==> src/rtl/cpu816_bus_if.sv <==
// Bundles the request/response handshake and the multiplexed 65816 bus pins.
// The initiator uses the master modport. The bench, standing in for the
// requester and the CPLD, uses the slave modport.
interface cpu816_bus_if;
  // Request channel
  logic        req_valid;
  logic        req_ready;
  logic [23:0] req_adr;
  logic        req_rnw;
  logic [7:0]  req_wdata;
  logic [2:0]  req_kind;
  // Response channel
  logic        rsp_valid;
  logic [7:0]  rsp_rdata;
  // 65816 bus pins
  logic        cpu_phi2;
  logic [15:0] cpu_adr;
  logic        cpu_vda;
  logic        cpu_vpa;
  logic        cpu_vpb;
  logic        cpu_rnw;
  logic [7:0]  cpu_data_out;
  logic        cpu_data_oe;
  logic [7:0]  cpu_data_in;
  logic        bus_rdy;

  modport master (
    input  req_valid, req_adr, req_rnw, req_wdata, req_kind, cpu_data_in, bus_rdy,
    output req_ready, rsp_valid, rsp_rdata, cpu_phi2, cpu_adr, cpu_vda, cpu_vpa,
           cpu_vpb, cpu_rnw, cpu_data_out, cpu_data_oe
  );

  modport slave (
    output req_valid, req_adr, req_rnw, req_wdata, req_kind, cpu_data_in, bus_rdy,
    input  req_ready, rsp_valid, rsp_rdata, cpu_phi2, cpu_adr, cpu_vda, cpu_vpa,
           cpu_vpb, cpu_rnw, cpu_data_out, cpu_data_oe
  );
endinterface

==> src/rtl/cpu816_bus_initiator.sv <==
// 65C816 bus-cycle initiator. It replaces the physical CPU when the level-1b
// CPLD is brought up. A free-running PH1/PH2/WAIT sequencer generates
// cpu_phi2 from hsclk. A request accepted on the final tick of one bus cycle
// becomes the next bus cycle. When no request is accepted, an internal filler
// cycle runs instead.
module cpu816_bus_initiator #(
  parameter int PHI1_TICKS = 3,
  parameter int PHI2_TICKS = 3
) (
  input  logic                 hsclk,
  input  logic                 reset,
  cpu816_bus_if.master         bus
);

  localparam int MAX_TICKS = (PHI1_TICKS > PHI2_TICKS) ? PHI1_TICKS : PHI2_TICKS;
  localparam int CW        = $clog2(MAX_TICKS);
  localparam logic [CW-1:0] LAST1 = CW'(PHI1_TICKS - 1);
  localparam logic [CW-1:0] LAST2 = CW'(PHI2_TICKS - 1);

  typedef enum logic [1:0] {PH1, PH2, WAIT} state_t;

  state_t        r_state, w_state_nxt;
  logic [CW-1:0] r_cnt, w_cnt_nxt;
  logic          w_final;   // last hsclk of the current bus cycle
  logic          w_accept;

  logic          r_phi2;
  logic [15:0]   r_adr;
  logic          r_vda, r_vpa, r_vpb, r_rnw;
  logic [7:0]    r_dout;
  logic          r_oe;
  logic [7:0]    r_bank;    // bank byte of the cycle in flight (0 for filler)
  logic [7:0]    r_wdata;
  logic          r_active;  // cycle in flight came from an accepted request
  logic          r_rsp_valid;
  logic [7:0]    r_rdata;

  logic          w_vda, w_vpa, w_vpb;

  // Phase state and tick counter register
  always_ff @(posedge hsclk) begin
    // NOTE: clocked state uses non-blocking assignments so that every
    // register samples pre-edge values, whatever the order of the statements.
    if (reset) begin
      r_state <= PH1;
      r_cnt   <= '0;
    end else begin
      r_state <= w_state_nxt;
      r_cnt   <= w_cnt_nxt;
    end
  end

  // Next phase: PH1 -> PH2 -> WAIT* -> PH1. bus_rdy matters only on the last PH2 tick and in WAIT.
  always_comb begin
    // NOTE: every output of a combinational block gets a default first.
    // A path that leaves one unassigned would infer a latch.
    w_state_nxt = r_state;
    w_cnt_nxt   = r_cnt;
    w_final     = 1'b0;
    case (r_state)
      PH1: begin
        if (r_cnt == LAST1) begin
          w_state_nxt = PH2;
          w_cnt_nxt   = '0;
        end else begin
          w_cnt_nxt = r_cnt + 1'b1;
        end
      end
      PH2: begin
        if (r_cnt == LAST2) begin
          w_cnt_nxt = '0;
          if (bus.bus_rdy) begin
            w_state_nxt = PH1;
            w_final     = 1'b1;
          end else begin
            w_state_nxt = WAIT;
          end
        end else begin
          w_cnt_nxt = r_cnt + 1'b1;
        end
      end
      WAIT: begin
        if (bus.bus_rdy) begin
          w_state_nxt = PH1;
          w_final     = 1'b1;
        end
      end
      default: begin
        w_state_nxt = PH1;
        w_cnt_nxt   = '0;
      end
    endcase
  end

  // Cycle-type decode of the offered request; kinds 5-7 behave as internal
  always_comb begin
    w_vda = 1'b0;
    w_vpa = 1'b0;
    w_vpb = 1'b1;
    case (bus.req_kind)
      3'd1: w_vda = 1'b1;
      3'd2: w_vpa = 1'b1;
      3'd3: begin w_vda = 1'b1; w_vpa = 1'b1; end
      3'd4: begin w_vda = 1'b1; w_vpb = 1'b0; end
      default: ;
    endcase
  end

  assign w_accept = w_final & bus.req_valid & ~reset;

  // Bus pins, data-bus multiplexing and the response channel
  always_ff @(posedge hsclk) begin
    if (reset) begin
      r_phi2      <= 1'b0;
      r_adr       <= '0;
      r_vda       <= 1'b0;
      r_vpa       <= 1'b0;
      r_vpb       <= 1'b1;
      r_rnw       <= 1'b1;
      r_dout      <= '0;
      r_oe        <= 1'b0;
      r_bank      <= '0;
      r_wdata     <= '0;
      r_active    <= 1'b0;
      r_rsp_valid <= 1'b0;
      r_rdata     <= '0;
    end else begin
      r_phi2      <= (w_state_nxt != PH1);
      r_rsp_valid <= 1'b0;

      if (w_final) begin
        // Retire the cycle in flight and load the next one for PH1 tick 0.
        r_rsp_valid <= r_active;
        if (r_active && r_rnw) r_rdata <= bus.cpu_data_in;
        r_active    <= w_accept;
        if (w_accept) begin
          r_adr   <= bus.req_adr[15:0];
          r_vda   <= w_vda;
          r_vpa   <= w_vpa;
          r_vpb   <= w_vpb;
          r_rnw   <= bus.req_rnw;
          r_bank  <= bus.req_adr[23:16];
          r_wdata <= bus.req_wdata;
        end else begin
          // Filler cycle: the address holds and the bank byte is zero.
          r_vda   <= 1'b0;
          r_vpa   <= 1'b0;
          r_vpb   <= 1'b1;
          r_rnw   <= 1'b1;
          r_bank  <= '0;
        end
      end

      // Write data is held through PH1 tick 0. The bank byte goes out from tick 1 on.
      if (r_state == PH1 && r_cnt == '0) begin
        r_oe   <= 1'b1;
        r_dout <= r_bank;
      end

      // Entering PH2: drive write data, or release the bus for a read.
      if (r_state == PH1 && r_cnt == LAST1) begin
        r_oe <= ~r_rnw;
        if (!r_rnw) r_dout <= r_wdata;
      end
    end
  end

  assign bus.req_ready    = w_final & ~reset;
  assign bus.rsp_valid    = r_rsp_valid;
  assign bus.rsp_rdata    = r_rdata;
  assign bus.cpu_phi2     = r_phi2;
  assign bus.cpu_adr      = r_adr;
  assign bus.cpu_vda      = r_vda;
  assign bus.cpu_vpa      = r_vpa;
  assign bus.cpu_vpb      = r_vpb;
  assign bus.cpu_rnw      = r_rnw;
  assign bus.cpu_data_out = r_dout;
  assign bus.cpu_data_oe  = r_oe;

endmodule

==> src/flat_wrapper.sv <==
// flat-port wrapper written by rule: the top's interface ports become plain ports
module cpu816_bus_initiator_flat 
#(
  parameter int PHI1_TICKS = 3,
  parameter int PHI2_TICKS = 3
)
  (hsclk, reset, bus_req_valid, bus_req_adr, bus_req_rnw, bus_req_wdata, bus_req_kind, bus_cpu_data_in, bus_bus_rdy, bus_req_ready, bus_rsp_valid, bus_rsp_rdata, bus_cpu_phi2, bus_cpu_adr, bus_cpu_vda, bus_cpu_vpa, bus_cpu_vpb, bus_cpu_rnw, bus_cpu_data_out, bus_cpu_data_oe);
  cpu816_bus_if bus_i ();
  input  logic hsclk;
  input  logic reset;
  input wire logic [$bits(bus_i.req_valid)-1:0] bus_req_valid;
  input wire logic [$bits(bus_i.req_adr)-1:0] bus_req_adr;
  input wire logic [$bits(bus_i.req_rnw)-1:0] bus_req_rnw;
  input wire logic [$bits(bus_i.req_wdata)-1:0] bus_req_wdata;
  input wire logic [$bits(bus_i.req_kind)-1:0] bus_req_kind;
  input wire logic [$bits(bus_i.cpu_data_in)-1:0] bus_cpu_data_in;
  input wire logic [$bits(bus_i.bus_rdy)-1:0] bus_bus_rdy;
  output wire logic [$bits(bus_i.req_ready)-1:0] bus_req_ready;
  output wire logic [$bits(bus_i.rsp_valid)-1:0] bus_rsp_valid;
  output wire logic [$bits(bus_i.rsp_rdata)-1:0] bus_rsp_rdata;
  output wire logic [$bits(bus_i.cpu_phi2)-1:0] bus_cpu_phi2;
  output wire logic [$bits(bus_i.cpu_adr)-1:0] bus_cpu_adr;
  output wire logic [$bits(bus_i.cpu_vda)-1:0] bus_cpu_vda;
  output wire logic [$bits(bus_i.cpu_vpa)-1:0] bus_cpu_vpa;
  output wire logic [$bits(bus_i.cpu_vpb)-1:0] bus_cpu_vpb;
  output wire logic [$bits(bus_i.cpu_rnw)-1:0] bus_cpu_rnw;
  output wire logic [$bits(bus_i.cpu_data_out)-1:0] bus_cpu_data_out;
  output wire logic [$bits(bus_i.cpu_data_oe)-1:0] bus_cpu_data_oe;
  assign bus_i.req_valid = bus_req_valid;
  assign bus_i.req_adr = bus_req_adr;
  assign bus_i.req_rnw = bus_req_rnw;
  assign bus_i.req_wdata = bus_req_wdata;
  assign bus_i.req_kind = bus_req_kind;
  assign bus_i.cpu_data_in = bus_cpu_data_in;
  assign bus_i.bus_rdy = bus_bus_rdy;
  assign bus_req_ready = bus_i.req_ready;
  assign bus_rsp_valid = bus_i.rsp_valid;
  assign bus_rsp_rdata = bus_i.rsp_rdata;
  assign bus_cpu_phi2 = bus_i.cpu_phi2;
  assign bus_cpu_adr = bus_i.cpu_adr;
  assign bus_cpu_vda = bus_i.cpu_vda;
  assign bus_cpu_vpa = bus_i.cpu_vpa;
  assign bus_cpu_vpb = bus_i.cpu_vpb;
  assign bus_cpu_rnw = bus_i.cpu_rnw;
  assign bus_cpu_data_out = bus_i.cpu_data_out;
  assign bus_cpu_data_oe = bus_i.cpu_data_oe;
  cpu816_bus_initiator #(.PHI1_TICKS(PHI1_TICKS), .PHI2_TICKS(PHI2_TICKS)) u_core (.hsclk(hsclk), .reset(reset), .bus(bus_i));
endmodule
==> config.mk <==
export PLATFORM = sky130hd
export DESIGN_NAME = cpu816_bus_initiator_flat
export DESIGN_NICKNAME = d
export VERILOG_FILES = /design/src/rtl/cpu816_bus_if.sv /design/src/rtl/cpu816_bus_initiator.sv /design/src/flat_wrapper.sv
export SDC_FILE = /design/constraint.sdc
export NUM_CORES = 1
export LEC_CHECK = 0
export ABC_AREA = 1
export CAP_MARGIN = 15
export CORE_ASPECT_RATIO = 0.5
export CORE_UTILIZATION = 30
export CTS_CLUSTER_DIAMETER = 120
export CTS_CLUSTER_SIZE = 30
export DETAILED_ROUTE_END_ITERATION = 8
export GPL_ROUTABILITY_DRIVEN = 1
export SYNTH_ARGS = -nofsm -noshare
export SYNTH_HDL_FRONTEND = slang
export SYNTH_SLANG_ARGS = --single-unit
==> constraint.sdc <==
create_clock -name hsclk -period 2.79 [get_ports hsclk]
set_input_delay 0.6975 -clock hsclk [delete_from_list [all_inputs] [get_ports hsclk]]
set_output_delay 0.6975 -clock hsclk [all_outputs]
set_load 0.05 [all_outputs]
==> impl_metrics.ini <==
[placed_design]
gp_congestion = 0.775
place_ws_ns = 0.254
portBuffers = 87
hpwlAfterDp_mm = 4.27

[power]
seq_power_share = 0.419
pwr-share-clk = 0.487
ir_worst_vdd_mv = 0.304
powerDensity_mw_per_mm2 = 554
p_leak_nw = 1.65
p_comb_frac = 0.094
switchingPower_uw = 490
switching_share = 0.234
internal_power_mw = 1.61

[worst_setup_path]
reg2regPathDepth = 8
crit_path_start = bus_bus_rdy
critPathLaunchType = input port
crit_family = buffers and inverters
cp_num_cells = 6
worstPathArrival_ns = 1.82
required_ns = 2.09
cp-end-kind = output pin
crit_path_top_delay_cell = clkdlybuf4s50_1
timing.rr.end = u_core.r_wdata[2]
r2r-start = u_core.r_state[0]
cp-endpoint = bus_req_ready
crit_type = input port to output pin
max_stage_delay_ns = 0.50
worstPathCellList = clkdlybuf4s50_1 -> nand2_1 -> inv_1 -> nand2_4 -> nor2_4 -> buf_12
critPathMaxFanout = 4
critPathBufInv = 3
r2r_slack_ns = 0.94

[grt]
use_met3 = 0.0571
grt_use_met1 = 0.177
overflow = 0
met2_usage = 0.241
grt_pass1_vias = 2223
grt_pass1_wl_mm = 10.2
grt_max_degree = 44
grtUsageTotal = 0.146
busiest_layer = met2
antenna_found_initial = 0

[floorplanning]
rows = 23
boundaryPins = 88
start_util = 0.315
die_width_um = 133
die_y_um = 67.5
core_mm2 = 0.00817
dieArea_mm2 = 0.00898

[synthesis]
yosysWarnings = 0
yosys.cell_types.count = 26
synth_largest_area_cell = dfxtp_1
synth_edf_count = 0
syn-mean-instance-area_um2 = 7.38
synth_area_leaders = dfxtp_1 47%, nor2_1 11%, nand3_1 9.5%
yosysSeqAreaShare = 0.466
synth-seq-cells = 60
syn_nets = 401
syn-instance-count = 349
async_reset_ff_frac = 0
syn_area_mm2 = 0.00257
synth_flop_cell = dfxtp_1
netlist.area_leader.share = 0.466

[timing]
finClkSkew_ns = 0.00886
setup_viol = 0
fin_ws_ns = 0.272
fin_crit_sh = 0.903
max_freq_mhz = 397
rsz0062_at_grt = no
setup_tns_ns = 0
maxSlewHeadroom = 0.647
slew_violations = 0
worst_slew_pin_slew_ns = 0.528
fin_crit_ns = 2.52
hold_violations = 0

[layout]
layout_common_cells = 86 x clkdlybuf4s50_1, 76 x nor2_1, 60 x dfxtp_1, 52 x nand2_1, 49 x nand3_1
multi_input_area_mm2 = 0.00109
nets = 486
fillCellCount = 854
drive_above_1_share = 0.0866
area_delta_synth_final_pct = 47.0
final_common_cell = clkdlybuf4s50_1
regArea_mm2 = 0.00120
antenna_cells = 0

[clocking]
clock-sinks = 60
cts_inserted_buffers = 9
clkTransAtPathRegs_ns = 0.05
insertion_delay_ns = 0.32
tritoncts = done
postCtsHoldBufs = 0
htree_levels = 3
clock_path_buffers = 2
post-cts-setup-buffers = 0
ctsRootBufferMaster = clkbuf_16
cts-resized-gates = 0

[route]
dr.pass1.iters = 4
drc = 0
drtAntennaViolNets = 0
drtIter0Drc = 135
via_per_inst = 4.26
totalWireLength_mm = 6.13
avgRoutedWirePerCell_um = 11.1
vias = 2347

[run_status]
status = finished, final reports clean

[min_path]
hold_path_class = register to register

[flow_run]
cap_violations = 0
## worst min-delay path by stage
stage,slack [ns],to,startpoint,cells past startpoint
floorplan,0.43,u_core.bus.rsp_valid,u_core.r_active,2
global placement,0.45,u_core.r_wdata[6],u_core.r_wdata[6],2
detailed placement,0.45,u_core.bus.rsp_valid,u_core.r_active,2
CTS,0.46,u_core.bus.rsp_valid,u_core.r_active,2
global route,0.48,u_core.bus.cpu_adr[5],u_core.bus.cpu_adr[5],2
finish,0.46,u_core.bus.rsp_valid,u_core.r_active,2
## metrics by stage
stage	cell area, um^2	hold WS [ns]	total power, mW	std cells	util
after floorplan	2570	0.431	1.00	349	-
after global placement	3500	0.449	1.09	535	0.429
after detailed placement	3500	0.447	1.10	535	0.429
after CTS	3780	0.459	2.12	551	0.463
after global routing	3780	0.481	2.19	551	0.463
final	3780	0.461	2.10	551	0.463
## final cells by class
| cell class | count | area share |
|---|---|---|
| Timing Repair Buffer | 92 | 0.243 |
| Inverter | 41 | 0.0407 |
| Clock inverter | 4 | 0.00628 |
| Clock buffer | 12 | 0.0678 |
| Multi-Input combinational cell | 230 | 0.288 |
| Tap cell | 112 | 0.0370 |
| Sequential cell | 60 | 0.317 |
## Yosys cell counts, drive strengths merged, types with 2 or more instances
cell type  instances
buf               17
a21oi             19
nand3             50
nor3b              2
a211oi             2
inv               41
nand2             56
o21ai             15
dfxtp             60
ha                 4
nor2              79
## routing by layer
metal / share of wire / up-vias
li1: - / 1273
met1: 0.48 / 1026
met2: 0.45 / 42
met3: 0.057 / 6
met4: 0.0083 / 0
met5: 0 / -
## flip-flops by register name, summed over array words and instances, names as in the netlist
name and cells:
u_core.bus.cpu_vpa 1, u_core.bus.rsp_rdata 8, u_core.r_active 1, u_core.bus.cpu_data_out 8, u_core.bus.cpu_vpb 1, u_core.bus.cpu_vda 1
u_core.bus.cpu_phi2 1, u_core.r_cnt 2, u_core.r_bank 8, u_core.bus.cpu_adr 16, u_core.bus.cpu_data_oe 1, u_core.r_wdata 8
u_core.bus.rsp_valid 1, u_core.bus.cpu_rnw 1, u_core.r_state 2
## worst register-to-register path, cell delays in order (launching register included)
cell and delay, ns:
dfxtp_1 0.36, inv_1 0.09, ha_1 0.28, nand2_1 0.04, inv_1 0.14, nand4_4 0.36
buf_4 0.34, nand3_1 0.08, nand2_1 0.06
## logic make-up after synthesis
logic type / Yosys count / share of synthesized area
simple gates: 189 / 0.327
flops: 60 / 0.466
fa+ha+maj: 4 / 0.0194
buf+inv: 59 / 0.110
compound gates: 37 / 0.0773
## power groups by stage
stage / logic, mW / registers, mW / clock network (mW)
after floorplan: 0.0881 / 0.912 / 0
after CTS: 0.200 / 0.878 / 1.05
final: 0.197 / 0.879 / 1.02
after global routing: 0.219 / 0.880 / 1.09
after global placement: 0.198 / 0.896 / 0
after detailed placement: 0.199 / 0.896 / 0
(Power assumes the default switching activity.)
